$ cat config.mk
export PLATFORM = sky130hd
export DESIGN_NAME = if_fetch_unit
export DESIGN_NICKNAME = d
export VERILOG_FILES = /design/src/rtl/fetch_pkg.sv /design/src/rtl/if_fetch_unit.sv
export SDC_FILE = /design/constraint.sdc
export NUM_CORES = 1
export LEC_CHECK = 0
export CAP_MARGIN = 0
export CORE_ASPECT_RATIO = 1.5
export CORE_UTILIZATION = 64
export DETAILED_ROUTE_END_ITERATION = 8
export DONT_BUFFER_PORTS = 1
export HOLD_SLACK_MARGIN = 0.1
export PLACE_DENSITY = 0.8
export SLEW_MARGIN = 20
export SYNTH_ARGS = -nofsm -noshare
export SYNTH_HDL_FRONTEND = slang
export SYNTH_SLANG_ARGS = --single-unit
$ cat constraint.sdc
create_clock -name clk_i -period 5.7 [get_ports clk_i]
set_input_delay 0 -clock clk_i [delete_from_list [all_inputs] [get_ports clk_i]]
set_output_delay 0 -clock clk_i [all_outputs]
set_load 0.005 [all_outputs]
$ cat src/rtl/fetch_pkg.sv
// Shared definitions for the instruction fetch unit: FSM encoding, NOP word,
// default reset PC and the word-alignment helper used for redirect targets.
package fetch_pkg;

   typedef enum logic [1:0] {
      ST_IDLE    = 2'd0,
      ST_WAIT    = 2'd1,
      ST_HOLD    = 2'd2,
      ST_DISCARD = 2'd3
   } fetch_state_t;

   localparam logic [31:0] NOP_INSTR        = 32'h0000_0013;
   localparam logic [31:0] DEFAULT_RESET_PC = 32'h0000_0000;

   function automatic logic [31:0] align_word(input logic [31:0] addr);
      return {addr[31:2], 2'b00};
   endfunction

endpackage

$ cat src/rtl/if_fetch_unit.sv
// Single-outstanding-request instruction fetch unit. Holds one fetched word
// for the IF/ID latch and restarts fetch on redirects, discarding stale data.
module if_fetch_unit
   import fetch_pkg::*;
#(
   parameter logic [31:0] RESET_PC = DEFAULT_RESET_PC
) (
   input  logic        clk_i,
   input  logic        rst_i,
   input  logic        pc_write_i,
   input  logic        redirect_i,
   input  logic [31:0] redirect_pc_i,
   output logic        imem_req_o,
   output logic [31:0] imem_addr_o,
   input  logic        imem_rvalid_i,
   input  logic [31:0] imem_rdata_i,
   output logic [31:0] address_o,
   output logic [31:0] instr_o,
   output logic [31:0] pc_add4_o,
   output logic        valid_o,
   output logic        flush_o
);

   fetch_state_t state;
   logic [31:0]  pc;
   logic [31:0]  target;
   logic [31:0]  pc_next;

   assign target  = align_word(redirect_pc_i);
   assign pc_next = pc + 32'd4;

   // NOTE: every register here uses non-blocking assignment so all state
   // updates see the values from before the clock edge.
   always_ff @(posedge clk_i or posedge rst_i) begin
      if (rst_i) begin
         state       <= ST_IDLE;
         pc          <= RESET_PC;
         imem_req_o  <= 1'b0;
         imem_addr_o <= 32'h0;
         address_o   <= 32'h0;
         instr_o     <= NOP_INSTR;
         pc_add4_o   <= 32'h0;
         valid_o     <= 1'b0;
         flush_o     <= 1'b0;
      end else begin
         imem_req_o <= 1'b0;
         flush_o    <= redirect_i;
         case (state)
            ST_IDLE: begin
               imem_req_o <= 1'b1;
               state      <= ST_WAIT;
               if (redirect_i) begin
                  pc          <= target;
                  imem_addr_o <= target;
               end else begin
                  imem_addr_o <= pc;
               end
            end
            ST_WAIT: begin
               if (redirect_i) begin
                  pc <= target;
                  // Response already here: drop it and refetch at once.
                  if (imem_rvalid_i) begin
                     imem_req_o  <= 1'b1;
                     imem_addr_o <= target;
                  end else begin
                     state <= ST_DISCARD;
                  end
               end else if (imem_rvalid_i) begin
                  instr_o   <= imem_rdata_i;
                  valid_o   <= 1'b1;
                  address_o <= pc;
                  pc_add4_o <= pc_next;
                  state     <= ST_HOLD;
               end
            end
            ST_HOLD: begin
               if (redirect_i || pc_write_i) begin
                  valid_o    <= 1'b0;
                  instr_o    <= NOP_INSTR;
                  imem_req_o <= 1'b1;
                  state      <= ST_WAIT;
                  if (redirect_i) begin
                     pc          <= target;
                     imem_addr_o <= target;
                  end else begin
                     pc          <= pc_next;
                     imem_addr_o <= pc_next;
                  end
               end
            end
            ST_DISCARD: begin
               if (redirect_i) pc <= target;
               // Stale response retires the old request; fetch the newest PC.
               if (imem_rvalid_i) begin
                  imem_req_o  <= 1'b1;
                  imem_addr_o <= redirect_i ? target : pc;
                  state       <= ST_WAIT;
               end
            end
            default: state <= ST_IDLE;
         endcase
      end
   end

endmodule

==> summary.md, run 1 <==
| Metric | Value |
|---|---|
| FILL cells | between 900 and 1000 |
| Die Footprint | roughly 14000 um2 |
| # resized after CTS | 0 |
| Portion of synthesized cell area occupied by the leading cell type | 0.4750 |
| Antenna violations before repair | 1 |
| Total Neg Setup Slack | 0 ns |
| Placeable Area | between 10000 and 15000 um2 |
| Actual slew at the worst max-slew pin | 0.9464 ns |
| Clock tree from TritonCTS | yes |
| Result of the run | finished clean |
| Die Y | around 140 um |
| Clock-pin slew on the worst setup and hold paths | ~0.07 ns |
| Share of the clock period used by the worst path | 0.5792 |
| Type of element launching the critical path | register |
| Master of the slowest instance on the critical path | sky130_fd_sc_hd__nand3_4 |
| Fraction of registers with async set or reset after synthesis | 1.000 |
| Clock period minus final worst setup slack | roughly 3.3 ns |
| Total power | 0.004865 W |
| Area growth syn-to-layout | 14.37% |
| Number of max-slew violations in the final report | 0 |
| Net switching fraction of the power | 0.4122 |
| Placement Rows | a little over 50 |
| DRT Wirelength | approximately 24000 um |
| Via count of the routed design | ~7400 |
| Count of maximum capacitance violations | 0 |
| Class of the most critical hold timing path | in -> reg |
| Effective utilization at floorplan | 0.6540 |
| Internal power of the cells | 0.002859 W |
| Buffers inserted during post-CTS setup optimization | 0 |
| Overall die width | about 96 um |
| Post-synthesis cell area | about 8400 um2 |
| Top Family by Delay on Critical Path | simple AND/OR/NAND/NOR gates |
| Placed wire-length estimate after detailed placement | about 15000 um |
| Buffers plus inverters on the worst setup path | 2 |
| Leading cell types by total area after synthesis | sky130_fd_sc_hd__dfrtp_1 (47%), sky130_fd_sc_hd__nand2_1 (11%), sky130_fd_sc_hd__o21ai_0 (5.7%) |
| Fraction of final layout cells with drive strength greater than 1 | 0.07645 |
| Pin count of the biggest net entering global routing | 95 |
| Sequential fraction of design power | 0.424 |
| WS Path Type | reg -> reg |
| Number of global-route vias before repair | 7297 |
| Logic pwr share | 0.346 |
| Worst Path Arrival | roughly 3.7 ns |
| Clock share of power | 0.230 |
| Top-level port count | 200 |
| Tightest slew margin relative to the limit | 0.3691 |
| Average routed wire per standard cell | 20.85 um |
| Mean cell area of the mapped netlist | 8.864 um2 |
| Post-layout nets | 1042 |
| CP max FO | 94 |
| Number of synthesized flops with an enable pin | 0 |
| Hold Buf Count CTS | 68 |
| Max Fclk | 302.9 MHz |
| Number of register bits inferred by synthesis | approximately 160 |
| Port buffer count | 0 |
| Leakage power | around 4.2 nW |
| Maximum level of the CTS H-tree | 4 |
| DRC violations left | 0 |
| Synth Flop Type | sky130_fd_sc_hd__dfrtp_1 |
| Library cell with the highest instance count after synthesis | sky130_fd_sc_hd__nand2_1 |
| Delay of the slowest critical-path stage | about 0.86 ns |
| CTS sink cnt | 163 |
| P per Cell Area | a little over 500 nW/um2 |
| Sw power | 0.002005 W |
| Unrepaired setup endpoints after global routing | false |
| Skew final | 0.009323 ns |
| Maximum clock insertion buffer count | 2 |
| Clock tree root buffer cell | sky130_fd_sc_hd__clkbuf_16 |
| Count of cell types in the netlist | 64 |
| Insertion delay of the later-clocked pin in the worst-skew pair | 0.43 ns |
| Routability cong. | slightly above 0.9 |
| Sort of element at the end of the critical path | register |
| First-pass GRT wire length | approximately 36000 um |
| Post-route ant nets | 0 |
| WP data required | between 6 and 7 ns |
| Number of DRC markers in iteration 0 | 587 |
| Mapped Cells | ~950 |
| Synthesized netlist net count | between 1000 and 1500 |
| Post-synthesis sequential area ratio | 0.4843 |
| Yosys warning total | 0 |
| DR vias/cell | 6.461 |
| Final Hold Vio Count | 0 |
| Area leader, netlist | sky130_fd_sc_hd__dfrtp_1 |
| Sequence of cells on the critical path | inv_1, ha_1, nand3_4, o221ai_1, dlygate4sd3_1 |
| Grt total ovfl | 0 |
| First-pass iteration count of the detailed router | 7 |
| Most used standard cells in the synthesized netlist | sky130_fd_sc_hd__nand2_1 (248), sky130_fd_sc_hd__dfrtp_1 (160), sky130_fd_sc_hd__o21ai_0 (96) |
| Setup-failing EPs final | 0 |
| Overall track demand over capacity in global routing | 0.3498 |
| Worst supply voltage drop on vdd | ~0.00028 V |
| TritonCTS Buffers | 17 |
[area by class of cell]
cell class	count	area (um2)	area share
multi-input combinational	691	3935	0.4082
clock inverter	12	123.9	0.01285
tap	159	198.9	0.02064
timing repair buffer	75	770.7	0.07995
sequential	163	4083	0.4235
inverter	20	80.08	0.008306
clock buffer	20	446.7	0.04633
antenna	1	2.502	0.0002596
[placed cells by master (no fill, tap or decap), types with 11 or more instances in the layout]
| cell | synthesis | final |
|---|---|---|
| sky130_fd_sc_hd__xnor2_1 | 33 | 33 |
| sky130_fd_sc_hd__a21oi_1 | 25 | 25 |
| sky130_fd_sc_hd__o21ai_0 | 96 | 95 |
| sky130_fd_sc_hd__dlygate4sd3_1 | 0 | 67 |
| sky130_fd_sc_hd__nand3_1 | 22 | 21 |
| sky130_fd_sc_hd__nand2_1 | 248 | 248 |
| sky130_fd_sc_hd__nor3_1 | 21 | 21 |
| sky130_fd_sc_hd__mux2i_1 | 18 | 18 |
| sky130_fd_sc_hd__mux2_2 | 12 | 12 |
| sky130_fd_sc_hd__inv_1 | 18 | 17 |
| sky130_fd_sc_hd__xor2_1 | 20 | 20 |
| sky130_fd_sc_hd__dfrtp_1 | 160 | 160 |
| sky130_fd_sc_hd__nor2_1 | 55 | 54 |
| sky130_fd_sc_hd__clkbuf_16 | 0 | 17 |
| sky130_fd_sc_hd__nand4_1 | 11 | 11 |
[final timing paths]
| path | slack (ns) | to | from | cells after the start |
|---|---|---|---|---|
| max | 2.40 | state[1] | state[1] | 5 |
| min | 0.15 | imem_addr_o[21] | pc_write_i | 3 |
| max reg2reg | 2.40 | state[1] | state[1] | 5 |
| min reg2reg | 0.47 | address_o[0] | pc[0] | 2 |
| max in group asynchronous | 3.98 | instr_o[30] | rst_i | 3 |
| min in group asynchronous | 0.21 | instr_o[2] | rst_i | 2 |
[worst min-delay path, cell delays in order]
cell	delay [ns]
sky130_fd_sc_hd__o21a_1	0.15
sky130_fd_sc_hd__and3_1	0.27
sky130_fd_sc_hd__a22oi_1	0.11
[state kept, by name, indices dropped and copies added (netlist names)]
| name | cells |
|---|---|
| instr_o | 32 |
| address_o | 32 |
| pc | 32 |
| pc_add4_o | 30 |
| imem_req_o | 1 |
| flush_o | 1 |
| valid_o | 1 |
| imem_addr_o | 32 |
| state | 2 |
[power groups by stage]
stage	clock network, W	logic, W	registers, W
floorplan	0	0.00126	0.00192
global placement	0	0.00146	0.00206
detailed placement	0	0.00155	0.00207
CTS	0.00112	0.00162	0.00206
global route	0.00118	0.00186	0.00212
finish	0.00112	0.00169	0.00206
[kinds of logic (layout without fill, tap and decap cells)]
kind of cell | after synthesis | count (layout) | share of synthesized area
AO/OA/AOI/OAI | 195 | 195 | 0.1440
XOR/XNOR | 53 | 53 | 0.05507
adder cells (fa/ha/maj) | 5 | 5 | 0.007422
buffers and inverters | 97 | 127 | 0.05195
flip-flops | 163 | 163 | 0.4843
multiplexers | 30 | 30 | 0.03741
other | 0 | 1 | 0
AND/OR/NAND/NOR | 408 | 408 | 0.2198
[through the flow]
stage / std cells / setup slack (ns) / area [um2] / utilization / hold slack, ns
after floorplan: 951 / 1.300 / 8429 / - / 0.03143
after global placement: 1039 / 2.820 / 8342 / 0.6472 / 0.03634
after detailed placement: 1039 / 2.684 / 8342 / 0.6472 / 0.03645
after CTS: 1139 / 2.453 / 9610 / 0.7456 / 0.1413
after global routing: 1141 / 2.150 / 9641 / 0.7479 / 0.1631
final: 1141 / 2.399 / 9641 / 0.7479 / 0.1472
[metal layers]
layer / vias up / GRT usage / wire [um] / share of wire
li1: 3284 / - / - / -
met1: 3589 / 0.3859 / 8695 / 0.37
met2: 415 / 0.6060 / 12130 / 0.51
met3: 84 / 0.07853 / 1911 / 0.080
met4: 0 / 0.2027 / 1049 / 0.044
met5: - / 0 / 0 / 0
Note: power is estimated with default switching activity, not from simulation.
==> run 2: changes to the inputs <==
--- a/config.mk
+++ b/config.mk
@@ -5,13 +5,14 @@
 export SDC_FILE = /design/constraint.sdc
 export NUM_CORES = 1
 export LEC_CHECK = 0
+export ABC_AREA = 1
 export CAP_MARGIN = 0
 export CORE_ASPECT_RATIO = 1.5
-export CORE_UTILIZATION = 64
+export CORE_UTILIZATION = 58
 export DETAILED_ROUTE_END_ITERATION = 8
 export DONT_BUFFER_PORTS = 1
 export HOLD_SLACK_MARGIN = 0.1
-export PLACE_DENSITY = 0.8
+export PLACE_DENSITY = 0.76
 export SLEW_MARGIN = 20
 export SYNTH_ARGS = -nofsm -noshare
 export SYNTH_HDL_FRONTEND = slang
==> constraint.sdc (replaced) <==
create_clock -name clk_i -period 2.87 [get_ports clk_i]
set_input_delay 0 -clock clk_i [delete_from_list [all_inputs] [get_ports clk_i]]
set_output_delay 0 -clock clk_i [all_outputs]
set_load 0.005 [all_outputs]
==> run 2 against run 1 <==
Count of clock-buffer cells in the layout fell by 2. Sequential power rose by 100%. Combinational power rose by 130%. First-iteration DRC count is 9.0% higher. Critical path type unchanged. Critical endpoint is now instr_o[4]. Largest power group unchanged.
==> summary.md, run 2 <==
| Metric | Value |
|---|---|
| Result of the run | finished clean |
| Leading cell types by total area after synthesis | sky130_fd_sc_hd__dfrtp_1 (49%), sky130_fd_sc_hd__nand2_1 (20%), sky130_fd_sc_hd__o21ai_0 (4.3%) |
| First-pass GRT wire length | 37210 um (+3.8%) |
| Average routed wire per standard cell | 17.69 um (-15%) |
| Leakage power | 4.733 nW (+11%) |
| Actual slew at the worst max-slew pin | 0.9185 ns (-0.02785 ns) |
| WS Path Type | reg -> reg |
| Worst Setup Slack, final | 0.4094 ns (-1.989 ns) |
| WP data required | 3.22 ns (-2.85 ns) |
| Worst slack on hold paths | 0.2415 ns (+0.09428 ns) |
| Class of the most critical hold timing path | in -> reg |
| Insertion delay of the later-clocked pin in the worst-skew pair | 0.43 ns (about the same) |
| Hold Buf Count CTS | 70 (+2.9%) |
| Antenna violations before repair | 0 (-1) |
| Sequential fraction of design power | 0.409 (-0.015) |
| Number of register bits inferred by synthesis | 163 (unchanged) |
| First-pass iteration count of the detailed router | 7 (unchanged) |
| Maximum level of the CTS H-tree | 4 (unchanged) |
| Final antenna diode count | 0 (-1) |
| Placement Rows | 52 (+2.0%) |
| Overall track demand over capacity in global routing | 0.3287 (-0.02113) |
| Worst Reg-to-Reg Cells | 10 (+5) |
| Number of synthesized flops with an enable pin | 0 (unchanged) |
| Register-to-register path setup slack | 0.41 ns (-1.99 ns) |
| DR vias/cell | 5.728 (-11%) |
| Die Footprint | 14660 um2 (+7.4%) |
| Fraction of registers with async set or reset after synthesis | 1.000 (unchanged) |
| Most frequent cells in the layout | sky130_fd_sc_hd__nand2_1 (435), sky130_fd_sc_hd__dfrtp_1 (160), sky130_fd_sc_hd__nor2_1 (83) |
| Via count of the routed design | 7383 (+0.15%) |
| Tightest slew margin relative to the limit | 0.3864 (+0.01728) |
| Worst supply voltage drop on vdd | 0.0008072 V (+190%) |
| Sw power | 0.004423 W (+120%) |
| Yosys warning total | 0 (unchanged) |
| Number of global-route vias before repair | 7492 (+2.7%) |
| Internal power of the cells | 0.005877 W (+110%) |
| Buffers plus inverters on the worst setup path | 4 (+2) |
| Unrepaired setup endpoints after global routing | false |
| Type of element launching the critical path | register |
| Delay of the slowest critical-path stage | 0.55 ns (-0.31 ns) |
| Grt total ovfl | 0 (unchanged) |
| Net switching fraction of the power | 0.4294 (+0.01715) |
| Library cell with the highest instance count after synthesis | sky130_fd_sc_hd__nand2_1 |
| Synthesized netlist net count | 1139 (+11%) |
| Top Family by Delay on Critical Path | buffers and inverters |
| CP max FO | 14 (-85%) |
| Commonest non-fill, non-tap cell in the layout | sky130_fd_sc_hd__nand2_1 |
| Die Y | 147.8 um (+3.7%) |
| Synth Flop Type | sky130_fd_sc_hd__dfrtp_1 |
| Post-place instance area | 8338 um2 (about the same) |
| Logic pwr share | 0.374 (+0.028) |
| Pin count of the biggest net entering global routing | 65 (-32%) |
| Buffers inserted during post-CTS setup optimization | 0 (unchanged) |
| Worst Path Arrival | 2.81 ns (-0.86 ns) |
| Max Fclk | 406.4 MHz (+34%) |
| Total Neg Setup Slack | 0 ns (unchanged) |
| Clock-pin slew on the worst setup and hold paths | 0.07 ns (about the same) |
| Effective utilization at floorplan | 0.6014 (-0.05258) |
| Clock period minus final worst setup slack | 2.461 ns (-0.8408 ns) |
| Post-route standard cell area excluding fillers | 9630 um2 (-0.10%) |
| Reg-to-Reg End | instr_o[4] |
| # resized after CTS | 0 (unchanged) |
| Routability cong. | 0.9586 (+3.5%) |
| P per Cell Area | 1069 nW/um2 (+110%) |
| Mapped Cells | 1065 (+12%) |
| Sort of element at the end of the critical path | register |
| Placeable Area | 13660 um2 (+6.0%) |
| Portion of synthesized cell area occupied by the leading cell type | 0.4873 (+0.01230) |
| Number of DRC markers in iteration 0 | 640 (+9.0%) |
| Area growth syn-to-layout | 17.21% |
| Setup-failing EPs final | 0 (unchanged) |
| Post-synthesis cell area | 8217 um2 (-2.5%) |
| Count of cell types in the netlist | 33 (-48%) |
| Final Hold Vio Count | 0 (unchanged) |
| Skew final | 0.01314 ns (+0.003812 ns) |
| Clock share of power | 0.217 (-0.013) |
| Placed wire-length estimate after detailed placement | 15090 um (-1.3%) |
| FILL cells | 1113 (+21%) |
| Worst slack at placement | 0.5805 ns (-2.103 ns) |
| Overall die width | 99.18 um (+3.6%) |
| Post-layout nets | 1188 (+14%) |
| Fraction of final layout cells with drive strength greater than 1 | 0.07453 (-0.001918) |
| Post-route ant nets | 0 (unchanged) |
| CTS sink cnt | 163 (unchanged) |
| DRT Wirelength | 22800 um (-4.1%) |
| Clock tree root buffer cell | sky130_fd_sc_hd__clkbuf_16 |
| Startpoint of the worst-slack reg-to-reg timing path | state[0] |
| Area leader, netlist | sky130_fd_sc_hd__dfrtp_1 |
| Post-synthesis sequential area ratio | 0.4969 (+0.01254) |
| Maximum clock insertion buffer count | 2 (unchanged) |
| Hold path depth | 2 (-1) |
| Sequence of cells on the critical path | inv_1, ha_1, nand2_2, inv_2, nor2_2, a21oi_4, inv_2, nand2_2, o22a_1, dlygate4sd3_1 |
| Number of max-slew violations in the final report | 0 (unchanged) |
| DRC violations left | 0 (unchanged) |
| Count of maximum capacitance violations | 0 (unchanged) |
| TritonCTS Buffers | 17 (unchanged) |
| Most used standard cells in the synthesized netlist | sky130_fd_sc_hd__nand2_1 (436), sky130_fd_sc_hd__dfrtp_1 (160), sky130_fd_sc_hd__nor2_1 (83) |
| Mean cell area of the mapped netlist | 7.715 um2 (-13%) |
| Total power | 0.01030 W (+110%) |
| Port buffer count | 0 (unchanged) |
| Clock tree from TritonCTS | yes |
| Share of the clock period used by the worst path | 0.8573 (+0.2782) |
| Hold path start | imem_rdata_i[28] |
| Worst min-delay path endpoint | instr_o[28] |
| Master of the slowest instance on the critical path | sky130_fd_sc_hd__dlygate4sd3_1 |
| Top-level port count | 200 (unchanged) |
-- run 2: cell count changes after synthesis, sizes merged, moves of 16 or more --
| cell | change |
|---|---|
| nor3 | -22 |
| a21oi | +20 |
| o211ai | +16 |
| a22o | +28 |
| inv | +44 |
| xnor2 | -33 |
| mux2i | -18 |
| nand2 | +192 |
| nor2 | +43 |
-- run 2: cell families (layout without fill, tap and decap cells) --
family                   Yosys count  count (layout)  share of synthesized area
AND/OR/NAND/NOR                  558             558                     0.2685
flip-flops                       163             163                     0.4969
buffers and inverters            122             184                    0.06045
AO/OA/AOI/OAI                    202             202                     0.1506
adder cells (fa/ha/maj)            5               5                   0.007614
XOR/XNOR                          15              15                    0.01599
-- run 2: through the flow --
step                utilization  cells
global route             0.7049   1289
detailed placement       0.6103   1187
floorplan                     -   1065
finish                   0.7049   1289
global placement         0.6103   1187
CTS                      0.7049   1289
-- run 2: power by group through the flow --
stage / Clock, W / Sequential, W / Combinational, W
3_5_place_dp: 0 / 0.00423 / 0.00364
6_report: 0.00223 / 0.00421 / 0.00385
3_3_place_gp: 0 / 0.00422 / 0.00354
2_1_floorplan: 0 / 0.00396 / 0.00284
4_1_cts: 0.00226 / 0.00421 / 0.00379
5_1_grt: 0.00235 / 0.00434 / 0.00437
-- run 2: how the worst max path moves through the flow --
stage / from / endpoint / slack (ns) / cells past startpoint
floorplan: rst_i / address_o[0] / 0.80 / 1
global placement: state[0] / instr_o[19] / 0.69 / 10
detailed placement: state[0] / instr_o[11] / 0.58 / 10
CTS: state[0] / instr_o[4] / 0.42 / 10
global route: state[0] / instr_o[1] / 0.29 / 10
finish: state[0] / instr_o[4] / 0.41 / 10
-- run 2: final cells by class --
type	instances	area (um2)	area share
clock buffers	18	439.2	0.04560
clock inverters	14	135.1	0.01403
inverters	65	247.7	0.02572
multi-input cells	780	3640	0.3779
flip-flops and latches	163	4083	0.4239
well taps	162	202.7	0.02105
repair buffers	87	883.3	0.09172
-- run 2: metal layers --
metal | part of all wire | wire, um | GRT usage
met1 | 0.39 | 8893 | 0.3956
met4 | 0.041 | 927 | 0.1757
met2 | 0.49 | 11140 | 0.5510
met5 | 0 | 0 | 0
met3 | 0.081 | 1844 | 0.07092
